==> src/rtl/alu_issue_ctrl.sv <==
// alu_issue_ctrl: issues one op at a time to an external ALU and holds the response until taken.
// Define ALU_MCP_WAIT_EN to honour alu_mcp with a WAIT state of MCP_CYCLES extra cycles.
module alu_issue_ctrl #(
  parameter int MCP_CYCLES = 2
) (
  input  logic        clk,
  input  logic        reset_b,
  input  logic        req_valid,
  output logic        req_ready,
  input  logic [5:0]  req_opcode,
  input  logic [31:0] req_a,
  input  logic [31:0] req_b,
  output logic [31:0] alu_din_a,
  output logic [31:0] alu_din_b,
  output logic [5:0]  alu_opcode,
  output logic        alu_cin,
  output logic        alu_vin,
  input  logic [31:0] alu_dout,
  input  logic        alu_cout,
  input  logic        alu_vout,
  input  logic        alu_qnz,
  input  logic        alu_mcp,
  output logic        rsp_valid,
  input  logic        rsp_ready,
  output logic [31:0] rsp_data,
  output logic        rsp_c,
  output logic        rsp_v,
  output logic        rsp_qnz,
  output logic        rsp_wen,
  input  logic        flag_wr,
  input  logic        flag_c,
  input  logic        flag_v,
  input  logic        flush,
  output logic        c_flag,
  output logic        v_flag,
  output logic        busy
);
  localparam logic [5:0] OP_CMP = 6'h05, OP_BTST = 6'h0A;
`ifdef ALU_MCP_WAIT_EN
  typedef enum logic [1:0] {IDLE = 2'd0, EXEC = 2'd1, DONE = 2'd2, WAIT = 2'd3} state_t;
`else
  typedef enum logic [1:0] {IDLE = 2'd0, EXEC = 2'd1, DONE = 2'd2} state_t;
`endif
  state_t state, nxt;
  logic cap, accept;
`ifdef ALU_MCP_WAIT_EN
  logic [3:0] cnt;
`else
  logic [4:0] unused_cfg;
  assign unused_cfg = {alu_mcp, 4'(MCP_CYCLES)};
`endif
  assign req_ready = state == IDLE;
  assign busy      = state != IDLE;
  assign rsp_valid = state == DONE;
  assign alu_cin   = c_flag;
  assign alu_vin   = v_flag;
  assign accept    = req_ready && req_valid && !flush;
  always_ff @(posedge clk or negedge reset_b)
    if (!reset_b) state <= IDLE;
    else state <= nxt;
  always_comb begin
    nxt = state;
    cap = 1'b0;
    case (state)
      IDLE: nxt = req_valid ? EXEC : IDLE;
`ifdef ALU_MCP_WAIT_EN
      EXEC: begin
        nxt = alu_mcp ? WAIT : DONE;
        cap = !alu_mcp;
      end
      WAIT: begin
        nxt = (cnt == 4'd1) ? DONE : WAIT;
        cap = cnt == 4'd1;
      end
`else
      EXEC: begin
        nxt = DONE;
        cap = 1'b1;
      end
`endif
      DONE: nxt = rsp_ready ? IDLE : DONE;
      default: nxt = IDLE;
    endcase
    if (flush) begin
      nxt = IDLE;
      cap = 1'b0;
    end
  end
`ifdef ALU_MCP_WAIT_EN
  always_ff @(posedge clk or negedge reset_b)
    if (!reset_b) cnt <= '0;
    else if (flush) cnt <= '0;
    else if (state == EXEC && alu_mcp) cnt <= 4'(MCP_CYCLES);
    else if (state == WAIT) cnt <= cnt - 4'd1;
`endif
  always_ff @(posedge clk or negedge reset_b)
    if (!reset_b) begin
      alu_opcode <= '0;
      alu_din_a  <= '0;
      alu_din_b  <= '0;
    end else if (accept) begin
      alu_opcode <= req_opcode;
      alu_din_a  <= req_a;
      alu_din_b  <= req_b;
    end
  always_ff @(posedge clk or negedge reset_b)
    if (!reset_b) begin
      rsp_data <= '0;
      rsp_c    <= 1'b0;
      rsp_v    <= 1'b0;
      rsp_qnz  <= 1'b0;
      rsp_wen  <= 1'b0;
    end else if (cap) begin
      rsp_data <= alu_dout;
      rsp_c    <= alu_cout;
      rsp_v    <= alu_vout;
      rsp_qnz  <= alu_qnz;
      rsp_wen  <= !(alu_opcode == OP_CMP || alu_opcode == OP_BTST);
    end
  // A direct flag write overrides the ALU result landing on the same edge.
  always_ff @(posedge clk or negedge reset_b)
    if (!reset_b) {c_flag, v_flag} <= 2'b00;
    else if (flag_wr) {c_flag, v_flag} <= {flag_c, flag_v};
    else if (cap) {c_flag, v_flag} <= {alu_cout, alu_vout};
endmodule

==> config.mk <==
export PLATFORM = sky130hd
export DESIGN_NAME = alu_issue_ctrl
export DESIGN_NICKNAME = d
export VERILOG_FILES = /design/src/rtl/alu_issue_ctrl.sv
export SDC_FILE = /design/constraint.sdc
export NUM_CORES = 1
export LEC_CHECK = 0
export BUFFER_PORTS_ARGS = -buffer_cell sky130_fd_sc_hd__buf_4
export CAP_MARGIN = 20
export CORE_UTILIZATION = 46
export DETAILED_ROUTE_END_ITERATION = 16
export PLACE_DENSITY = 0.84
export SYNTH_ARGS = -nofsm -noshare
export SYNTH_HDL_FRONTEND = slang
export SYNTH_SLANG_ARGS = --single-unit
==> constraint.sdc <==
create_clock -name clk -period 1.65 [get_ports clk]
set_input_delay 0.2475 -clock clk [delete_from_list [all_inputs] [get_ports clk]]
set_output_delay 0.2475 -clock clk [all_outputs]
set_load 0.005 [all_outputs]
# --- After elaboration in Yosys (flattened, before gate mapping) ---
# Cells that the tools add are included.
classes:
  eq_ne: 4
  n_reduce_logical: 8
  muxes: 10
ops:
  columns: ["operator", "n"]
  rows:
  - ["$mux W1", 7]
  - ["$eq A6 B3 Y1 const B", 1]
  - ["$eq A6 B4 Y1 const B", 1]
  - ["$pmux W2 S3", 1]
  - ["$mux W2", 2]
  - ["$reduce_bool A2 Y1", 2]
  - ["$eq A2 B1 Y1 const B", 1]
  - ["$eq A2 B2 Y1 const B", 1]
  - ["$logic_and A1 B1 Y1", 2]
  - ["$logic_not A1 Y1", 2]
  - ["$logic_not A2 Y1", 1]
  - ["$logic_or A1 B1 Y1", 1]
word_totals:
  reg_bits: 110
  input_bits: 114
  out_inout_bits: 113
  word_cells: 33

# --- Longest topological paths before layout ---
# Gate-level depths: netlist of the first run.
logic_depth:
  ltp_word: 5
  mapped_depth: 6
  ltp_nobuf: 4

# --- Worst setup path before layout of the first run ---
# Ideal clock, no wire load.
synth_path:
  kind: "flip-flop to flip-flop"
  start: "reg state[1]"
  end: "reg alu_din_a[0]"
  required_time_ns: 1.525
  setup_ns: 0.125
  t_arrival_ns: 1.433
  path_stages_with_launch: 7
  path_slack_ns: 0.092
  path_cell_list: "dfrtp_1 nor2_2 inv_2 nor3b_2 buf_6 buf_12 mux2_4"
synth_via:
  elab_chain_len: 3
synth_lines:
  columns: ["item", "line", "text"]
  rows:
  - ["from (decl)", "44", "state_t state, nxt;"]
  - ["from (signal assigned)", "60", "else state <= nxt;"]
  - ["$logic_not A2 Y1", "52", "assign req_ready = state == IDLE;"]
  - ["named net req_ready", "9", "output logic req_ready,"]
  - ["$logic_and A1 B1 Y1 (2 in a row)", "57", "assign accept = req_ready && req_valid && !flush;"]
  - ["to (signal assigned)", "103", "alu_din_a <= req_a;"]
  - ["to (decl)", "13", "output logic [31:0] alu_din_a,"]
# The timed path passes the listed nets, and every way through them passes these cells.
# A chain may end at the register's enable or synchronous reset.

# --- Final worst setup path of the first run ---
layout_path:
  start: "reg state[1]"
  end: "reg alu_opcode[1]"
layout_via:
  elab_chain_len: 3
layout_lines:
  columns: ["item", "line", "text"]
  rows:
  - ["$logic_not A2 Y1", "52", null]
  - ["$logic_and A1 B1 Y1 (2 in a row)", "57", null]
  - ["to (signal assigned)", "102", "alu_opcode <= req_opcode;"]
  - ["to (decl)", "15", "output logic [5:0] alu_opcode,"]
# No other way between the ends.

==> results by stage, run 1 <==
Clock network:
- CTS placed an instance of clkbuf_8 at the clock tree root.
- The number of clock buffers added by TritonCTS is 9.
- The CTS tree is done.
- The clock sink count is 110.
- The number of H-tree branching levels is 3.
- The latest clock arrival within the worst-skew pair is 0.36 ns.
- The worst-case clock buffer depth is 2.
- Clock-pin slew was measured on the worst setup and hold paths at 0.09 ns.

Route:
- The overall routed net length is 10,300 um.
- The count of nets left with antenna violations once routing finished came out at 0.
- The uppermost metal layer occupied by signal nets is met4.
- The detailed route wirelength on metal2 is 5390 um.
- The number of remaining DRC errors is 0.
- Dividing the detail-routed wire length by the instance count gives 16.4 um.
- The first-pass iteration count of the detailed router is 4.
- Across all layers, the routed design uses 2,961 vias.
- The amount of wire on met3 after detailed routing is 761 um.
- The mean number of vias per cell is 4.70.
- The routed metal-1 wirelength is 4000 um.
- The violation count after the first detailed-routing iteration is 29.

Yosys:
- The synthesized netlist occupies a cell area of 0.00453 sq mm.
- The Yosys step of the flow raised 0 warnings.
- Synthesis produced a netlist whose cell count is 246.
- The number of nets handed over by synthesis was 360.
- The count of distinct cell types in the synthesized netlist is 17.
- Of the synthesized area, sequential elements account for 60.7%.
- In this run, synthesis produced a sequential element count of 110.
- Each instance of the synthesized netlist takes up on average 18.4 sq um.

Cells and area:
- Leaving out fill and tap cells, the most frequent cells in the layout are buf_4, dfrtp_1, mux2_4.
- The number of antenna diodes is 0.
- The area of the multi-input gates is 0.00160 sq mm.
- The relative area change from synthesis to final layout is 49.0%.
- Cells with a size suffix above 1 make up 75.6% of the layout.
- In the final layout, flip-flops and latches occupy 0.00275 sq mm.
- Leaving out fill and tap cells, the most frequent cell in the layout is buf_4.
- At the end of the flow the core is filled with cells to 72.1%.
- The layout has 671 filler cells.
- The number of nets in the layout is 610.

Placed design:
- Once detailed placement completed, the half-perimeter wirelength came to 7670 um.
- The number of input and output port buffers inserted is 225.
- Routability-driven placement finished with a final weighted congestion of 0.755.

Worst setup path:
- Along the worst path, the maximum fanout reaches 8.
- At the worst endpoint, the required time is 1.88 ns.
- The worst setup path startpoint is state[1].
- The startpoint identified for the worst register-to-register timing path is state[1].
- The kind of start point of the critical path is a flip-flop.
- STA classifies the critical path endpoint as a flip-flop.
- The path type of the worst setup path is reg2reg.
- For the worst setup path, the data arrival time is 1.88 ns.

Floorplan:
- The initial cell density of the core is 48.4%.
- The overall die area is 0.0103 sq mm.
- The number of top-level design ports is 227.
- The width of the chip is 101 um.
- The region available for standard cell placement spans 0.00937 sq mm.
- The total number of placement rows is 35.
- In this run the vertical extent of the chip is 101 um.

Outcome:
- The flow ran to the end, and the final reports show no timing, DRC or antenna violations.

GRT:
- The initial antenna violation count is 0.
- The overall fraction of global-route tracks in use is 19.8%.
- The via count of the first global-routing pass was 3,162.
- Entering global routing, the biggest net connects 66 pins.
- Summed over all layers, the global routing overflow is 0.
- The wire length of the first global-routing pass is 15,500 um.

Min path:
- The class of the tightest hold or removal check is in2reg.
- The startpoint of the most critical hold path is flush.

Power and ir drop:
- Summed over all nets, the switching power comes to 1900 uW.
- Combinational logic is responsible for 31.3% of the overall power.
- Of the total power, the clock network draws 19.6%.
- For this design the ratio of total power to cell area is 1100 mW/mm^2.
- The cell-internal power is 5550 uW.
- IR analysis of the VDD net gives a maximum drop of 569 uV.
- Net switching is 25.5% of the power.
- The leakage power summed over all cells is 0.00335 uW.
- Sequential cells account for 49.1% of the total power.

STA:
- The relative slew slack is 77.1%.
- The clock period could shrink to 1.65 ns.
- Setup repair after global routing could not meet its margin everywhere.
- Final hold analysis gives a worst-case slack of 0.111 ns.
- In the finished design, the share of the clock period the worst path needs comes to 100%.
- The final max-slew violation count is 0.
- The final worst clock skew is 0.0175 ns.
- The number of hold violations in the final report was 0.
- At the pin with the least slew margin, the transition time is 0.343 ns.
- Timing would allow up to 606 MHz.
- Setup violations remaining at the end of the flow were counted as 0.

Job:
- The tool flagged a number of max-cap violations equal to 0.
==> through the flow <==
stage | instances | total power [uW] | worst slack (ns) | TNS, ns | instance area, sq um
6_report | 630 | 7450 | 0.000612 | 0 | 6760
2_1_floorplan | 246 | 4610 | 0.0918 | 0 | 4530
4_1_cts | 621 | 7500 | -0.0387 | -0.727 | 6620
3_3_place_gp | 602 | 5930 | 0.0134 | 0 | 6420
5_1_grt | 630 | 7860 | -0.0534 | -1.15 | 6760
3_5_place_dp | 602 | 6020 | -0.0308 | -0.851 | 6420
==> worst max-delay path: stages, from the launching register on <==
cell and delay [ns]:
dfrtp_1 0.40, nor2_2 0.15, inv_2 0.07, nor3b_4 0.19, buf_6 0.15, buf_12 0.14
buf_12 0.14, mux2_4 0.30
==> layout make-up <==
class	instances	share of cell area [%]
clock inverters	4	0.463
flip-flops and latches	110	40.7
repair buffers	253	30.6
multi-input cells	121	23.6
well taps	129	2.39
clock buffers	12	2.15
inverters	1	0.0556
==> power groups by stage <==
| stage | combinational, uW | clock, uW | sequential [uW] |
|---|---|---|---|
| 2_1_floorplan | 907 | 0 | 3710 |
| 3_3_place_gp | 2260 | 0 | 3670 |
| 3_5_place_dp | 2320 | 0 | 3700 |
| 4_1_cts | 2320 | 1520 | 3660 |
| 5_1_grt | 2500 | 1630 | 3730 |
| 6_report | 2330 | 1460 | 3660 |
==> worst paths after layout <==
path / endpoint / slack (ns) / cells after the start
worst max-delay path: alu_opcode[1] / 0.0006 / 7
worst min-delay path: state[1] / 0.11 / 2
worst max register to register: alu_opcode[1] / 0.0006 / 7
worst min register to register: rsp_data[8] / 0.52 / 1
max in group asynchronous: alu_din_b[9] / 0.89 / 3
min in group asynchronous: alu_din_a[28] / 0.43 / 3
==> logic make-up (layout without fill, tap and decap cells) <==
kind of cell / count (synthesis) / count (layout) / share of synthesized area [%]
buffers and inverters: 15 / 270 / 4.42
AOI/OAI and AO/OA: 3 / 3 / 0.442
and+or+nand+nor: 9 / 9 / 1.63
DFF: 110 / 110 / 60.7
muxes: 109 / 109 / 32.8
==> synthesized netlist by cell type <==
cell / instances / area (sq um)
a21oi_1: 1 / 5.00
buf_12: 7 / 140
buf_4: 6 / 45.0
buf_6: 1 / 11.3
dfrtp_1: 110 / 2750
inv_2: 1 / 3.75
mux2_1: 1 / 11.3
mux2_2: 39 / 439
mux2_4: 69 / 1040
nand2b_1: 2 / 12.5
nor2_1: 1 / 3.75
nor2_2: 1 / 6.26
nor2b_1: 1 / 6.26
nor3b_2: 2 / 25.0
nor4bb_1: 2 / 20.0
o211ai_1: 1 / 7.51
o21a_1: 1 / 7.51
==> metal layers <==
layer  track usage, %  up-vias
li1                 -     1357
met5                0        -
met4             5.24        0
met3             6.07       16
met2             35.2      134
met1             23.3     1454
==> state kept, by name, indices dropped and copies added, names as in the netlist <==
signal      flops
alu_opcode      6
rsp_qnz         1
rsp_wen         1
rsp_v           1
alu_din_b      32
alu_cin         1
alu_din_a      32
rsp_data       32
state           2
rsp_c           1
alu_vin         1
==> timing repair <==
action	in CTS	in global routing
pin swaps	1	1
gates resized for setup	0	4
cloned	0	3
buffers inserted	2	6
endpoints found under the hold margin	110	0
hold buffers	1	0
endpoints found under the setup margin	62	91
Power figures use the tool's default switching activity.
==> run 2, diff against run 1 <==
==> config.mk (replaced) <==
export PLATFORM = sky130hd
export DESIGN_NAME = alu_issue_ctrl
export DESIGN_NICKNAME = d
export VERILOG_FILES = /design/src/rtl/alu_issue_ctrl.sv
export SDC_FILE = /design/constraint.sdc
export NUM_CORES = 1
export LEC_CHECK = 0
export CAP_MARGIN = 20
export CORE_UTILIZATION = 60
export DETAILED_ROUTE_END_ITERATION = 16
export DONT_BUFFER_PORTS = 1
export MAX_ROUTING_LAYER = met4
export PLACE_DENSITY = 0.8
export SYNTH_ARGS = -nofsm -noshare
export SYNTH_HDL_FRONTEND = slang
export SYNTH_SLANG_ARGS = --single-unit
==> results by stage, run 2 (synthesis gave the netlist of run 1 again) <==
Outcome:
- The flow ran to the end, but the final reports show violations.
- The checks that failed: negative hold slack, negative setup slack.

GRT:
- The overall fraction of global-route tracks in use is 21.1%.
- The pin count of the biggest net entering global routing is 111.
- The wire length of the first global-routing pass is 11,600 um.
- The initial antenna violation count came to 0.
- For this run the aggregate overflow at the end of global routing stands at 0.
- The via count of the first global-routing pass came to 2,164.

Worst setup path:
- The path type of the worst setup path is reg2reg.
- STA puts the critical path data arrival time at 1.91 ns.
- The kind of start point of the critical path is a flip-flop.
- The required time at the endpoint of the critical path is 1.89 ns.
- The capturing element type of the critical path is a flip-flop.
- Of all nets on the critical path, the largest fanout is 10.

Power and ir drop:
- The maximum vdd ir drop is 625 uV.
- In this run the static leakage power is 0.00233 uW.
- In this run the power density over the cells is 1270 mW/mm^2.

Clock network:
- The H-tree generated during clock tree synthesis spans 3 levels.
- The worst-case clock buffer depth is 2.
- The clock root buffer is clkbuf_8.
- The CTS clock-pin slew for the worst setup and hold paths is 0.11 ns.
- The clock sink count is 110.
- At the later pin of the worst-skew pair, clock insertion delay measures 0.36 ns.
- TritonCTS created 9 clock buffers.
- The CTS tree is done.

Cells and area:
- The commonest non-fill, non-tap cell in the layout is dfrtp_1.
- The largest registers in the layout are alu_din_a: 32 flops, alu_din_b: 32 flops, rsp_data: 32 flops.
- After the last flow step, the layout net total stands at 390.
- The share of cells above drive strength 1 is 55.2%.
- From synthesis to final layout, the design area changed by 13.9%.
- Leaving out fill and tap cells, the most frequent cells in the layout are dfrtp_1, mux2_4, mux2_2.
- The repair_antennas step left the layout with diodes totalling 0.
- Leaving out filler cells and counting taps, the final layout contains 380.
- The final instance area is 0.00516 sq mm.

Route:
- The average wire length per cell after detail routing is 22.6 um.
- Wires add up to 8580 um.
- For this block, the initial DRC count from the detailed router was 48.
- In this run the remaining antenna-violating nets after routing total 0.
- The mean number of vias per cell is 5.73.
- After detailed routing, the number of remaining DRC violations is 0.
- The first-pass iteration count of the detailed router is 4.
- The count of vias placed by the detailed router is 2,179.

STA:
- The relative slew slack is 81.3%.
- Setup repair after global routing could not meet its margin everywhere.
- Once routing completed, OpenROAD measured the worst setup slack at -0.0247 ns.
- After routing, the total negative slack on setup checks comes to -0.256 ns.
- The final worst clock skew is 0.0169 ns.
- For the finished layout, the period the worst path requires is 1.67 ns.
- Across all hold checks on the routed design, the worst slack comes to -0.442 ns.
- The final max-slew violation count is 0.
- Of the available clock period, the critical path in the final layout requires 101%.
- The maximum frequency from static timing analysis is 597 MHz.
- The number of hold violations in the final report is 110.
- Setup violations remaining at the end of the flow were counted as 21.
- The transition at the pin with the smallest max-transition slack is 0.277 ns.

Floorplan:
- The number of top-level design ports is 227.
- The width of the chip is 88.9 um.
- From bottom edge to top edge, the die measures 88.9 um.
- After floorplanning, the core was divided into 31 placement rows.
- The overall die area is 0.00791 sq mm.
- The area inside the core boundary is 0.00729 sq mm.
- The initial utilization of the core area, before any placement, comes to 62.2%.

Placed design:
- The post-detailed-placement half-perimeter wirelength is 6000 um.
- Input and output buffers added on the ports amount to 0.
- The placement-stage cell area is 0.00464 sq mm.
- Routability-driven placement finished with a final weighted congestion of 0.751.
- The number of placed instances, taps included, is 343.

Job:
- The max-cap violation count is 0.

Min path:
- The min-delay analysis places its worst path in the category in2async.
-- run 2: path summary, 6_finish.rpt --
kind,end,slack (ns),depth (start not counted),start
worst max-delay path,alu_din_a[12],-0.02,6,state[1]
worst min-delay path,alu_din_a[23],-0.44,0,reset_b
worst max register to register,alu_din_a[12],-0.02,6,state[1]
worst min register to register,rsp_data[17],0.54,1,rsp_data[17]
max in group asynchronous,alu_opcode[2],1.94,0,reset_b
min in group clk,alu_din_a[2],0.02,1,req_a[2]
-- run 2: layer usage --
layer / global-route usage (%) / vias to the layer above / wire length [um] / part of all wire [%]
li1: - / 925 / - / -
met3: 6.28 / 13 / 768 / 8.9
met4: 9.38 / 0 / 142 / 1.7
met2: 34.5 / 127 / 4480 / 52
met1: 24.0 / 1114 / 3190 / 37
met5: - / - / 0 / 0
-- run 2: worst max-delay path, cell delays in order (launching register included) --
cell	delay, ns
dfrtp_1	0.42
nor2_2	0.12
inv_2	0.07
nor3b_4	0.23
buf_6	0.14
bufbuf_16	0.28
mux2_4	0.30
-- run 2: stage by stage --
| stage | total power [uW] | utilization [%] | setup slack (ns) | hold WS (ns) |
|---|---|---|---|---|
| 2_1_floorplan | 4610 | - | 0.0918 | -0.0481 |
| 3_3_place_gp | 4800 | 63.6 | -0.00920 | -0.0463 |
| 3_5_place_dp | 4870 | 63.6 | -0.0352 | -0.0455 |
| 4_1_cts | 6530 | 67.7 | -0.0317 | -0.456 |
| 5_1_grt | 6850 | 70.8 | -0.102 | -0.461 |
| 6_report | 6540 | 70.8 | -0.0247 | -0.442 |
-- run 2: cell type report --
class                   instances  area (sq um)
clock buffers                   9           124
clock inverters                 7          80.1
fillers                       472          2130
inverters                       1          3.75
multi-input cells             121          1600
flip-flops and latches        110          2750
well taps                      99           124
repair buffers                 33           484
-- run 2: timing repair --
action                                  in CTS  in global routing
endpoints found under the hold margin      111                116
gates resized for setup                      3                  3
pin swaps                                    2                  1
setup buffers                                4                  4
cloned                                       1                  5
endpoints found under the setup margin      55                104
hold buffers                                 1                  6
-- run 2: power by group --
part / switching (uW) / total, uW / internal, uW
registers: 526 / 3820 / 3300
logic: 270 / 1080 / 815
clock network: 909 / 1630 / 721
==> run 3, diff against run 2 <==
--- a/config.mk
+++ b/config.mk
@@ -11,6 +11,7 @@
 export DONT_BUFFER_PORTS = 1
 export MAX_ROUTING_LAYER = met4
 export PLACE_DENSITY = 0.8
+export SKIP_CTS_REPAIR_TIMING = 1
 export SYNTH_ARGS = -nofsm -noshare
 export SYNTH_HDL_FRONTEND = slang
 export SYNTH_SLANG_ARGS = --single-unit
==> results by stage, run 3 (synthesis gave the netlist of run 1 again) <==
Clock network:
- In this run, CTS created clock tree buffers numbering 9.
- The clock passes through at most 2 buffers.
- The CTS tree is done.
- The number of H-tree branching levels is 3.
- After clock tree synthesis, the clock-pin slew on the worst setup and hold paths is 0.11 ns.
- The later pin in the worst-skew pair is clocked with a latency of 0.37 ns.
- The tree is rooted in a clkbuf_8.
- The clock sink count is 110.

Route:
- The amount of wire on met3 after detailed routing is 772 um.
- The violation count after the first detailed-routing iteration is 56.
- The routed metal-1 wirelength is 3120 um.
- The average wire length per cell after detail routing is 22.6 um.
- The first-pass iteration count of the detailed router is 2.
- The uppermost metal layer occupied by signal nets is met4.
- The mean number of vias per cell is 5.70.
- The final route contains 2,145 vias.
- The detailed route wirelength on metal2 is 4480 um.
- In the routed design, unresolved DRC markers number 0.
- The overall routed net length is 8510 um.
- The number of routed nets with antenna violations is 0.

STA:
- Between clock sinks in the finished design, the worst skew comes to 0.0148 ns.
- The final hold slack is -0.442 ns.
- The number of hold violations in the final report came to 110.
- Setup violations remaining at the end of the flow were counted as 4.
- For this run, the top clock speed supported by timing is 603 MHz.
- The worst path in the final design needs a cycle of 1.66 ns, including I/O delays and setup.
- The final cycle utilization of the critical path is 101%.
- Setup repair after global routing could not meet its margin everywhere.
- The relative slew slack is 81.8%.
- The final max-slew violation count is 0.
- After layout, the worst setup slack is -0.00906 ns.
- The transition at the pin with the smallest max-transition slack is 0.270 ns.

Worst setup path:
- Of all nets on the critical path, the largest fanout is 13.
- The count of cells along the worst register-to-register path is 6.
- The largest stage delay on the critical path is 0.42 ns.
- The critical path starts at state[0].
- The gate family responsible for the most delay along the worst path is buffers and inverters.
- Data on the critical path arrives at its endpoint at 1.90 ns.
- The critical path contains buffers and inverters numbering 3 combined.
- The critical path goes through nor2_2 > inv_2 > nor3b_4 > buf_6 > buf_12 > mux2_4.
- The worst setup path is captured at a flip-flop.
- The required time at the endpoint of the critical path is 1.89 ns.
- The worst register-to-register path ends at alu_opcode[2].
- The slowest cell on the critical path is dfrtp_1.
- The source of the worst register-to-register timing path is state[0].
- In this run the number of cells on the critical path is 6.
- The most critical setup path has its endpoint at alu_opcode[2].
- Across all register-to-register paths, the minimum setup slack is -0.009 ns.
- The path type of the worst setup path is reg2reg.
- The kind of start point of the critical path is a flip-flop.

Cells and area:
- The commonest non-fill, non-tap cell in the layout is dfrtp_1.
- The relative area change from synthesis to final layout is 11.6%.
- The library cells used most frequently in the layout, excluding fill and tap cells, are dfrtp_1, mux2_4, mux2_2.
- The number of nets in the layout is 386.
- In the final layout, the registers with the most flip-flops are alu_din_a: 32 flops, alu_din_b: 32 flops, rsp_data: 32 flops.
- The post-route netlist has 54.5% of its cells at a drive strength greater than 1.
- 0 antenna diodes ended up in the layout.

GRT:
- The via count of the first global-routing pass was 2,133.
- The first global-routing pass estimated 11,400 um of wire.
- Entering global routing, the biggest net connects 111 pins.
- Global routing consumed, over all layers together, 20.7% of the routing resources.
- The initial antenna violation count is 0.
- The overall overflow remaining after global route is 0.

Power and ir drop:
- The cell area power density is 1290 mW/mm^2.
- The worst-case IR drop observed on VDD is 608 uV.
- The leakage power summed over all cells is 0.00228 uW.

Placed design:
- The number of input and output port buffers inserted is 0.
- The final weighted congestion in routability-driven placement is 0.751.
- The worst-case setup slack after placement is -0.0352 ns.
- The post-detailed-placement half-perimeter wirelength is 6000 um.

Floorplan:
- The area inside the core boundary is 0.00729 sq mm.
- The floorplan step set the die height to 88.9 um.
- From left edge to right edge, the die measures 88.9 um.
- In this run the count of I/O pins placed on the die edge is 227.
- The initial utilization of the core area, before any placement, comes to 62.2%.
- The overall die area is 0.00791 sq mm.
- The floorplan has 31 rows.

Min path:
- The min-delay analysis places its worst path in the category in2async.

Job:
- The tool flagged a number of max-cap violations equal to 0.

Outcome:
- The checks that failed: negative hold slack, negative setup slack.
- The run finished, with violations left.
## run 3: power by group
part           total, uW  internal (uW)  switching (uW)
combinational       1050            783             263
sequential          3820           3300             525
clock               1640            721             919
total               6510           4800            1710
## run 3: how the worst min path moves through the flow
stage | start | endpoint | slack, ns
CTS | reset_b | alu_din_a[23] | -0.46
detailed placement | reset_b | alu_din_a[23] | -0.05
global placement | reset_b | alu_din_a[23] | -0.05
global route | reset_b | alu_din_a[23] | -0.47
floorplan | reset_b | alu_cin | -0.05
finish | reset_b | alu_din_a[23] | -0.44
## run 3: area by class of cell
cell class              instances  area (sq um)
multi-input cells             121          1600
well taps                      99           124
clock inverters                 7          80.1
clock buffers                   9           124
flip-flops and latches        110          2750
inverters                       1          3.75
repair buffers                 29           378
fillers                       491          2230
## run 3: metrics by stage
step	std cells	utilization [%]	instance area (sq um)	total power [uW]	TNS, ns
floorplan	246	-	4530	4610	0
detailed placement	343	63.6	4640	4870	-0.892
finish	376	69.4	5060	6510	-0.0238
global placement	343	63.6	4640	4800	-0.0481
global route	376	69.4	5060	6810	-2.42
CTS	359	66.4	4840	6500	-1.99
## run 3: routing by layer
metal | vias to the layer above | track usage [%]
met5 | - | -
met3 | 12 | 6.28
met1 | 1093 | 23.5
met2 | 126 | 33.8
li1 | 914 | -
met4 | 0 | 9.38
